==> src/rtl/motion_pkg.sv <==
// Shared types, defaults and the saturation helper for the motion controller.
package motion_pkg;

    typedef enum logic [2:0] {
        StIdle,
        StSettle,
        StConv,
        StWait,
        StNext,
        StCtrl,
        StDone
    } state_e;

    localparam int unsigned P_SHIFT_DEF = 2;
    localparam int unsigned I_SHIFT_DEF = 6;
    localparam int unsigned I_MAX_DEF   = 255;
    localparam int          BASE_DEF    = 512;

    function automatic logic signed [31:0] sat_clip(input logic signed [31:0] v,
                                                    input int lo, input int hi);
        logic signed [31:0] r;
        r = v;
        if (v > hi) begin
            r = hi;
        end else if (v < lo) begin
            r = lo;
        end
        return r;
    endfunction

endpackage

==> src/rtl/motion_ctrl_n_sat_add.sv <==
// Signed add/subtract of two W-bit operands, clamped to [LO, HI] and narrowed to OW bits.
module motion_sat_add
    import motion_pkg::*;
#(
    parameter int unsigned W   = 16,
    parameter int unsigned OW  = 16,
    parameter int          LO  = -255,
    parameter int          HI  = 255,
    parameter bit          SUB = 1'b0
) (
    input  logic signed [W-1:0]  i_a,
    input  logic signed [W-1:0]  i_b,
    output logic signed [OW-1:0] o_sum
);

    logic signed [W:0]  w_a;
    logic signed [W:0]  w_b;
    logic signed [W:0]  w_sum;
    logic signed [31:0] w_wide;

    // One guard bit makes the raw sum exact before clamping.
    assign w_a    = {i_a[W-1], i_a};
    assign w_b    = {i_b[W-1], i_b};
    assign w_sum  = SUB ? (w_a - w_b) : (w_a + w_b);
    assign w_wide = {{(31 - W){w_sum[W]}}, w_sum};
    assign o_sum  = OW'(sat_clip(w_wide, LO, HI));

endmodule

==> src/rtl/motion_ctrl_n.sv <==
// IR sensor-pair sequencer with a PI steering controller: reads right/left pairs through a
// shared A2D, accumulates a weighted error and produces saturated left/right motor commands.
module motion_ctrl_n
    import motion_pkg::*;
#(
    parameter int unsigned NUM_PAIRS  = 3,
    parameter int unsigned A2D_W      = 12,
    parameter int unsigned OUT_W      = 11,
    parameter int unsigned SETTLE_CYC = 4096,
    parameter int unsigned TMO_CYC    = 65535,
    parameter int unsigned P_SHIFT    = P_SHIFT_DEF,
    parameter int unsigned I_SHIFT    = I_SHIFT_DEF,
    parameter int unsigned I_MAX      = I_MAX_DEF,
    parameter int          BASE       = BASE_DEF,
    localparam int unsigned CH_W      = $clog2(2 * NUM_PAIRS)
) (
    input  logic                    clk,
    input  logic                    rst,
    input  logic                    go,
    input  logic                    cnv_cmplt,
    input  logic [A2D_W-1:0]        A2D_res,
    output logic                    start_conv,
    output logic [CH_W-1:0]         chnnl,
    output logic [NUM_PAIRS-1:0]    IR_en,
    output logic signed [OUT_W-1:0] lft,
    output logic signed [OUT_W-1:0] rht,
    output logic                    busy,
    output logic                    done,
    output logic                    tmo_err,
    output logic [7:0]              LEDs
);

    localparam int unsigned EW = A2D_W + NUM_PAIRS + 1;
    localparam int unsigned KW = (NUM_PAIRS > 1) ? $clog2(NUM_PAIRS) : 1;
    localparam int unsigned SW = (SETTLE_CYC > 1) ? $clog2(SETTLE_CYC) : 1;
    localparam int unsigned TW = $clog2(TMO_CYC + 1);
    localparam int          OUT_MAX = (32'sd1 <<< (OUT_W - 1)) - 1;
    localparam int          OUT_MIN = -(32'sd1 <<< (OUT_W - 1));
    localparam logic [SW-1:0] SETTLE_LAST = SW'(SETTLE_CYC - 1);
    localparam logic [TW-1:0] TMO_LAST    = TW'(TMO_CYC - 1);
    localparam logic [KW-1:0] K_LAST      = KW'(NUM_PAIRS - 1);

    state_e                r_state;
    logic [KW-1:0]         r_k;
    logic                  r_side;
    logic [SW-1:0]         r_settle;
    logic [TW-1:0]         r_tmo;
    logic [A2D_W-1:0]      r_right;
    logic signed [EW-1:0]  r_err;
    logic signed [EW-1:0]  r_integ;

    logic [CH_W-1:0]       w_ch;
    logic signed [EW-1:0]  w_r;
    logic signed [EW-1:0]  w_l;
    logic signed [EW-1:0]  w_term;
    logic signed [EW-1:0]  w_err_i;
    logic signed [EW-1:0]  w_err_p;
    logic signed [EW-1:0]  w_integ;
    logic signed [EW:0]    w_pe;
    logic signed [EW:0]    w_ie;
    logic signed [EW:0]    w_corr;
    logic signed [EW:0]    w_base;
    logic signed [OUT_W-1:0] w_lft;
    logic signed [OUT_W-1:0] w_rht;

    assign w_ch    = CH_W'({r_k, r_side});
    assign w_r     = EW'(r_right);
    assign w_l     = EW'(A2D_res);
    // Farther pairs get a larger lever arm in the error sum.
    assign w_term  = (w_r - w_l) <<< r_k;
    assign w_err_i = r_err >>> I_SHIFT;
    assign w_err_p = r_err >>> P_SHIFT;
    assign w_pe    = {w_err_p[EW-1], w_err_p};
    assign w_ie    = {w_integ[EW-1], w_integ};
    assign w_corr  = w_pe + w_ie;
    assign w_base  = (EW + 1)'(BASE);

    motion_sat_add #(
        .W   (EW),
        .OW  (EW),
        .LO  (-int'(I_MAX)),
        .HI  (int'(I_MAX)),
        .SUB (1'b0)
    ) u_integ (
        .i_a   (r_integ),
        .i_b   (w_err_i),
        .o_sum (w_integ)
    );

    motion_sat_add #(
        .W   (EW + 1),
        .OW  (OUT_W),
        .LO  (OUT_MIN),
        .HI  (OUT_MAX),
        .SUB (1'b0)
    ) u_lft (
        .i_a   (w_base),
        .i_b   (w_corr),
        .o_sum (w_lft)
    );

    motion_sat_add #(
        .W   (EW + 1),
        .OW  (OUT_W),
        .LO  (OUT_MIN),
        .HI  (OUT_MAX),
        .SUB (1'b1)
    ) u_rht (
        .i_a   (w_base),
        .i_b   (w_corr),
        .o_sum (w_rht)
    );

    always_ff @(posedge clk or posedge rst) begin
        if (rst) begin
            r_state    <= StIdle;
            r_k        <= '0;
            r_side     <= 1'b0;
            r_settle   <= '0;
            r_tmo      <= '0;
            r_right    <= '0;
            r_err      <= '0;
            r_integ    <= '0;
            start_conv <= 1'b0;
            chnnl      <= '0;
            IR_en      <= '0;
            lft        <= '0;
            rht        <= '0;
            busy       <= 1'b0;
            done       <= 1'b0;
            tmo_err    <= 1'b0;
            LEDs       <= '0;
        end else begin
            start_conv <= 1'b0;
            done       <= 1'b0;
            unique case (r_state)
                StIdle: begin
                    if (go) begin
                        r_k      <= '0;
                        r_err    <= '0;
                        r_settle <= '0;
                        IR_en    <= NUM_PAIRS'(1);
                        tmo_err  <= 1'b0;
                        busy     <= 1'b1;
                        r_state  <= StSettle;
                    end
                end
                StSettle: begin
                    if (r_settle == SETTLE_LAST) begin
                        r_side  <= 1'b0;
                        r_state <= StConv;
                    end else begin
                        r_settle <= r_settle + 1'b1;
                    end
                end
                StConv: begin
                    start_conv <= 1'b1;
                    chnnl      <= w_ch;
                    r_tmo      <= '0;
                    r_state    <= StWait;
                end
                StWait: begin
                    // A completion coincident with the request pulse belongs to no request.
                    if (cnv_cmplt && !start_conv) begin
                        if (!r_side) begin
                            r_right <= A2D_res;
                            r_side  <= 1'b1;
                            r_state <= StConv;
                        end else begin
                            r_err   <= r_err + w_term;
                            r_state <= StNext;
                        end
                    end else if (r_tmo == TMO_LAST) begin
                        tmo_err <= 1'b1;
                        lft     <= '0;
                        rht     <= '0;
                        IR_en   <= '0;
                        busy    <= 1'b0;
                        r_state <= StIdle;
                    end else begin
                        r_tmo <= r_tmo + 1'b1;
                    end
                end
                StNext: begin
                    if (r_k == K_LAST) begin
                        IR_en   <= '0;
                        r_state <= StCtrl;
                    end else begin
                        r_k      <= r_k + 1'b1;
                        IR_en    <= NUM_PAIRS'(1) << (r_k + 1'b1);
                        r_settle <= '0;
                        r_state  <= StSettle;
                    end
                end
                StCtrl: begin
                    r_integ <= w_integ;
                    lft     <= w_lft;
                    rht     <= w_rht;
                    LEDs    <= r_err[EW-1 -: 8];
                    done    <= 1'b1;
                    r_state <= StDone;
                end
                StDone: begin
                    busy    <= 1'b0;
                    r_state <= StIdle;
                end
                default: r_state <= StIdle;
            endcase
        end
    end

endmodule

==> config.mk <==
export PLATFORM = sky130hd
export DESIGN_NAME = motion_ctrl_n
export DESIGN_NICKNAME = d
export VERILOG_FILES = /design/src/rtl/motion_pkg.sv /design/src/rtl/motion_ctrl_n_sat_add.sv /design/src/rtl/motion_ctrl_n.sv
export SDC_FILE = /design/constraint.sdc
export NUM_CORES = 1
export LEC_CHECK = 0
export CAP_MARGIN = 20
export CORE_AREA = 2 2 205 207
export CTS_CLUSTER_SIZE = 20
export DETAILED_ROUTE_END_ITERATION = 10
export DIE_AREA = 0 0 207 209
export PLACE_DENSITY_LB_ADDON = 0.08
export SYNTH_ARGS = -nofsm -noshare
export SYNTH_HDL_FRONTEND = slang
export SYNTH_HIERARCHICAL = 1
export SYNTH_SLANG_ARGS = --single-unit
==> constraint.sdc <==
create_clock -name clk -period 8.89 [get_ports clk]
set_input_delay 1.778 -clock clk [delete_from_list [all_inputs] [get_ports clk]]
set_output_delay 1.778 -clock clk [all_outputs]
set_load 0.01 [all_outputs]
# Word level (Yosys, flattened, before mapping)

Cells that the tools add are included.

Output and inout bits: 40
Bits of input ports: 16
Flip-flop bits (word level): 118

Bitwise logic cells: 1
Equal/unequal tests: 19
Muxes and demuxes: 47
Reductions and logical operators: 22
Order comparisons: 6
Shifts and indexed selects: 2
Add/subtract/negate cells: 9

Operator list:

| operator                                                                          | number |
|---|---|
| 16-bit two-way mux                                                                | 7 |
| 11-bit two-way mux                                                                | 6 |
| 16-bit one-hot mux with 2 select lines                                            | 2 |
| 11-bit one-hot mux with 2 select lines                                            | 2 |
| 18-bit by 11-bit greater-than comparator with 1-bit output, second input constant | 2 |
| 18-bit by 11-bit < comparator with 1-bit output, second input constant            | 2 |
| 12-bit two-way mux                                                                | 3 |
| 12-bit one-hot mux with 3 select lines                                            | 1 |
| 3-bit two-way mux                                                                 | 8 |
| 4-bit AND reduction                                                               | 5 |
| 11-bit by 17-bit adder with 18-bit output, first input constant                   | 1 |
| 2-bit != test, second input constant                                              | 9 |
| 3-bit one-hot mux with 6 select lines                                             | 1 |
| 3-bit AND reduction                                                               | 6 |
| 11-bit by 17-bit subtractor with 18-bit output, first input constant              | 1 |
| 14-bit by 16-bit adder with 17-bit output                                         | 1 |
| 16-bit by 10-bit adder with 17-bit output                                         | 1 |
| 17-bit by 9-bit greater-than comparator with 1-bit output, second input constant  | 1 |
| 17-bit by 9-bit < comparator with 1-bit output, second input constant             | 1 |
| 16-bit by 1-bit adder with 16-bit output, second input constant                   | 1 |
| 16-bit adder                                                                      | 1 |
| 16-bit == test, second input constant                                             | 1 |
| 13-bit by 2-bit <<< shifter with 16-bit output                                    | 1 |
| 12-bit by 12-bit subtractor with 13-bit output                                    | 1 |
| 21 further kinds                                                                  | 41 |

# Depth between registers and ports, before layout

Depth in word-level cells: 10
Depth in mapped cells: 31

# Hierarchy

The synthesis kept the hierarchy.

Modules (own cells, without submodules):

| module                    | area each (µm²) | cells each | instances |
|---|---|---|---|
| motion_ctrl_n             | 7532.2          | 776        | 1 |
| motion_sat_add at u_rht   | 1278.7          | 181        | 1 |
| motion_sat_add at u_lft   | 1199.9          | 169        | 1 |
| motion_sat_add at u_integ | 996.0           | 139        | 1 |

# Worst setup path before layout

Ideal clock, no wire load.

Path type: register -> register
Start: register r_err[6]
End: register lft[1]
Path slack: 2259 ps
Setup time: 121 ps
Required time: 8769 ps
Arrival: 6510 ps
Stages on the path, launching flop included: 30
Clock period less this slack: 6631 ps
Path buffers: 1
Path through: dfrtp_1 ha_1 inv_1 fa_1 nand2b_1 a211oi_4 o211a_1 nor3_1 or3_1 a2111oi_2 nand3_1 a21o_1 ha_1 inv_1 fa_1 nor2b_1 o21a_1 o21a_1 o311a_1 o21a_1 o221a_2 ha_1 clkbuf_1 and3_1 or4b_1 a2bb2oi_1 o22ai_1 o41ai_4 o221ai_2 a22o_1

Cells in the longest elaborated chain, start to end: 10
Elaborated cells between the ends (all ways): 12
Classes of those cells: 3 x add/sub; 4 x order compare; 5 x mux

Ends and longest elaborated chain:

| element                                         | line                        | text |
|---|---|---|
| from (decl)                                     | motion_ctrl_n.sv:49         | `logic signed [EW-1:0] r_err;` |
| from (signal assigned)                          | motion_ctrl_n.sv:170        | `r_err <= r_err + w_term;` |
| 16-bit by 10-bit adder with 17-bit output (*)   | motion_ctrl_n_sat_add.sv:24 | `assign w_sum = SUB ? (w_a - w_b) : (w_a + w_b);` |
| 17-bit by 9-bit < comparator with 1-bit output  | motion_pkg.sv:25            | `end else if (v < lo) begin` |
| 16-bit two-way mux                              | motion_pkg.sv:25            |  |
| 16-bit two-way mux (*)                          | motion_pkg.sv:23            | `if (v > hi) begin` |
| named net w_integ[0]                            | motion_ctrl_n.sv:58         | `logic signed [EW-1:0] w_integ;` |
| 14-bit by 16-bit adder with 17-bit output (*)   | motion_ctrl_n.sv:75         | `assign w_corr = w_pe + w_ie;` |
| named net w_corr[12]                            | motion_ctrl_n.sv:61         | `logic signed [EW:0] w_corr;` |
| 11-bit by 17-bit adder with 18-bit output (*)   | -                           |  |
| 18-bit by 11-bit < comparator with 1-bit output | motion_pkg.sv:25            |  |
| 11-bit two-way mux                              | motion_pkg.sv:25            |  |
| 11-bit two-way mux (*)                          | motion_pkg.sv:23            |  |
| named net w_lft[1]                              | motion_ctrl_n.sv:63         | `logic signed [OUT_W-1:0] w_lft;` |
| 11-bit one-hot mux with 2 select lines (*)      | motion_ctrl_n.sv:136        | `unique case (r_state)` |
| to (signal assigned)                            | motion_ctrl_n.sv:197        | `lft <= w_lft;` |
| to (decl)                                       | motion_ctrl_n.sv:25         | `output logic signed [OUT_W-1:0] lft,` |

The timed path passes the listed nets; every way through them passes the cells marked *.
A chain may end at the register's enable or synchronous reset.

# Worst setup path after layout

Start: register r_err[6]
End: register lft[4]

Cells in the longest elaborated chain, start to end: 10
Elaborated cells between the ends (all ways): 12
Classes of those cells: 3 x add/sub; 4 x order compare; 5 x mux

Ends and longest elaborated chain:

| element                                         | line |
|---|---|
| 16-bit by 10-bit adder with 17-bit output (*)   | motion_ctrl_n_sat_add.sv:24 |
| 17-bit by 9-bit < comparator with 1-bit output  | motion_pkg.sv:25 |
| 16-bit two-way mux                              | motion_pkg.sv:25 |
| 16-bit two-way mux (*)                          | motion_pkg.sv:23 |
| named net w_integ[14]                           | motion_ctrl_n.sv:58 |
| 14-bit by 16-bit adder with 17-bit output (*)   | motion_ctrl_n.sv:75 |
| 11-bit by 17-bit adder with 18-bit output (*)   | - |
| 18-bit by 11-bit < comparator with 1-bit output | motion_pkg.sv:25 |
| 11-bit two-way mux                              | motion_pkg.sv:25 |
| 11-bit two-way mux (*)                          | motion_pkg.sv:23 |
| named net w_lft[4]                              | motion_ctrl_n.sv:63 |
| 11-bit one-hot mux with 2 select lines (*)      | motion_ctrl_n.sv:136 |

Marks and branches as above.

==> out/results.ini <==
[synth]
yosys_warnings = 6
netlist_area_um2 = 11000
netlist_instances = 1265
synth_most_common_cell = dfrtp_1
syn_avg_cell_area_um2 = 8.70
seq_area_frac_synth_pct = 26.8
synth_top_area_share_pct = 26.8
synth.area.top_cells = dfrtp_1 (27%), ha_1 (11%), a21oi_1 (3.6%), o21ai_0 (3.5%), nand2_1 (3.5%)
synth_flop_cell = dfrtp_1
synth_edf_count = 0
synthArstFlopShare_pct = 100
synth_seq_cells = 118
synth.distinct_cells = 102
synthTopCellsByCount = dfrtp_1 (118), nand2_1 (103), ha_1 (101)
yosysTopAreaCell = dfrtp_1

[cts]
cts-hold-fix-buffers = 0
insertion_delay_ns = 0.44
cts_buffers = 17
ctsRootBufferMaster = clkbuf_16
cts_tree = yes
htreeDepth = 4
ctsResizeCount = 0
clock_sinks = 118
clock_path_buffers = 2
clkSlewWorstSetupHoldPaths_ns = 0.06
postCtsSetupBuffers = 0

[setup_path]
crit_path_end_kind = flop
cp.arrival_ns = 8.09
critPathKind = flop to flop
startpoint_type = flop
critical-path-max-stage-delay_ns = 0.72
cpMostUsedCell = ha_1
cp_slowest_cell = o41ai_4
path_max_fanout = 12
cp.required_ns = 9.21

[sta]
tns_ns = 0
tightest_slew_ns = 0.872
rsz0062_at_grt = no
timing.fmax_ghz = 0.129
slew_headroom_pct = 41.7
skew_ns = 0.00834
finalCritPeriodShare_pct = 87.4
maxSlewViolCount = 0
period_minus_slack_ns = 7.77
setup_violations = 0
hold_viol_final = 0

[global_routing]
grt_overflow_total = 0
grt_pass1_vias = 9719
grt.total_usage_pct = 15.0
grt_first_pass_wirelength_mm = 53.0
antenna_found_initial = 0
grt_max_degree = 64

[place]
portBuffers = 55
gp_congestion = 0.794
dp_hpwl_mm = 23.9

[routing]
drtIter0Drc = 494
num_vias = 9602
routedWlPerCell_um = 16.7
viasPerCell = 5.09
final_antenna_net_count = 0
drc = 0
drt-total-wl_mm = 31.5
drt_first_pass_iters = 5

[floorplan]
core-area_um2 = 41300
boundaryPins = 56
dieArea_um2 = 43300
start_util_pct = 26.7
num_rows = 75
die_w_um = 207
die_h_um = 209

[cells_and_area]
nNetsFinal = 1457
area_growth_pct = 16.6
diodes = 0
drive_above_1_share_pct = 8.62

[status]
status = complete, no violations

[min_path]
hold_class = flop to flop

[job]
cap_violations = 0

per-layer routing:
layer / vias up / part of all wire, % / GRT usage, %
met3: 36 / 2.2 / 2.01
met2: 137 / 47 / 24.7
li1: 4846 / - / -
met1: 4583 / 49 / 20.2
met4: 0 / 2.1 / 5.17
met5: - / 0 / 0
cell usage in the layout (no fill, tap or decap), drive strengths merged, types with 12 or more instances in the layout:
cell type      netlist  layout
xor2                31      31
nor2                89      89
clkdlybuf4s50        0      55
dfrtp              118     118
inv                 72      73
nand4               13      13
xnor2               43      43
o211ai              30      30
and2                17      17
o2111ai             12      12
or3                 17      17
conb                 2      36
nor2b               12      12
clkbuf              24      19
o21a                24      24
nor3                26      26
o21ai               90      90
a21o                27      27
a21oi               84      84
ha                 101     101
nand3               32      32
mux2                27      27
a22o                25      25
a211oi              24      24
nand2              103     103
nand2b              13      13
critical path: cells and delay by family, from the launching register on:
kind	cells	cell delay (ns)
XOR/XNOR	1	0.16
flip-flops	1	0.40
buffers and inverters	2	0.13
adder cells (fa/ha/maj)	5	1.47
AO/OA/AOI/OAI	14	3.90
multiplexers	1	0.22
AND/OR/NAND/NOR	6	1.37
area by class of cell:
type                            count  area, µm²
Clock inverter                     12        176
Fill cell                        4381      28500
Inverter                           73        277
Multi-Input combinational cell   1064       7710
Clock buffer                       19        453
Tap cell                          539        674
Timing Repair Buffer               60        596
Sequential cell                   118       2950
stage by stage:
stage	instance area [µm²]	setup slack, ns	util [%]	cells	hold WS (ns)
5_1_grt	12800	0.484	31.1	1885	0.498
2_1_floorplan	11100	2.26	-	1299	0.454
4_1_cts	12800	1.07	31.1	1884	0.489
3_3_place_gp	12200	1.18	29.5	1853	0.468
6_report	12800	1.12	31.1	1885	0.485
3_5_place_dp	12200	1.12	29.5	1853	0.475
registers in the layout (all words and copies together) (netlist names), 2 cells and up:
name and cells:
r_err 16, r_integ 16, r_tmo 16, r_right 12, r_settle 12, lft 11
rht 11, LEDs 8, IR_en 3, chnnl 3, r_state 3, r_k 2
worst paths after layout:
kind                            slack [ns]  cells after the start        start          end
worst max-delay path                  1.12                     29     r_err[6]       lft[4]
worst min-delay path                  0.48                      2  r_right[10]  r_right[10]
worst max register to register        1.12                     29     r_err[6]       lft[4]
worst min register to register        0.48                      2  r_right[10]  r_right[10]
max in group asynchronous             5.71                      3          rst   r_integ[9]
min in group asynchronous             1.88                      2          rst     r_tmo[9]
kinds of logic after synthesis:
logic type	share of synthesized area (%)
xor gates and xnor gates	6.02
other	0.0682
buffers and inverters	4.33
muxes	4.58
DFF	26.8
and+or+nand+nor	16.9
adders and majority gates	12.6
AOI/OAI and AO/OA	28.7
Power is left out: the tool's default activity adds up to more than one toggle a clock period on the data nets, which glitch-free logic cannot reach.
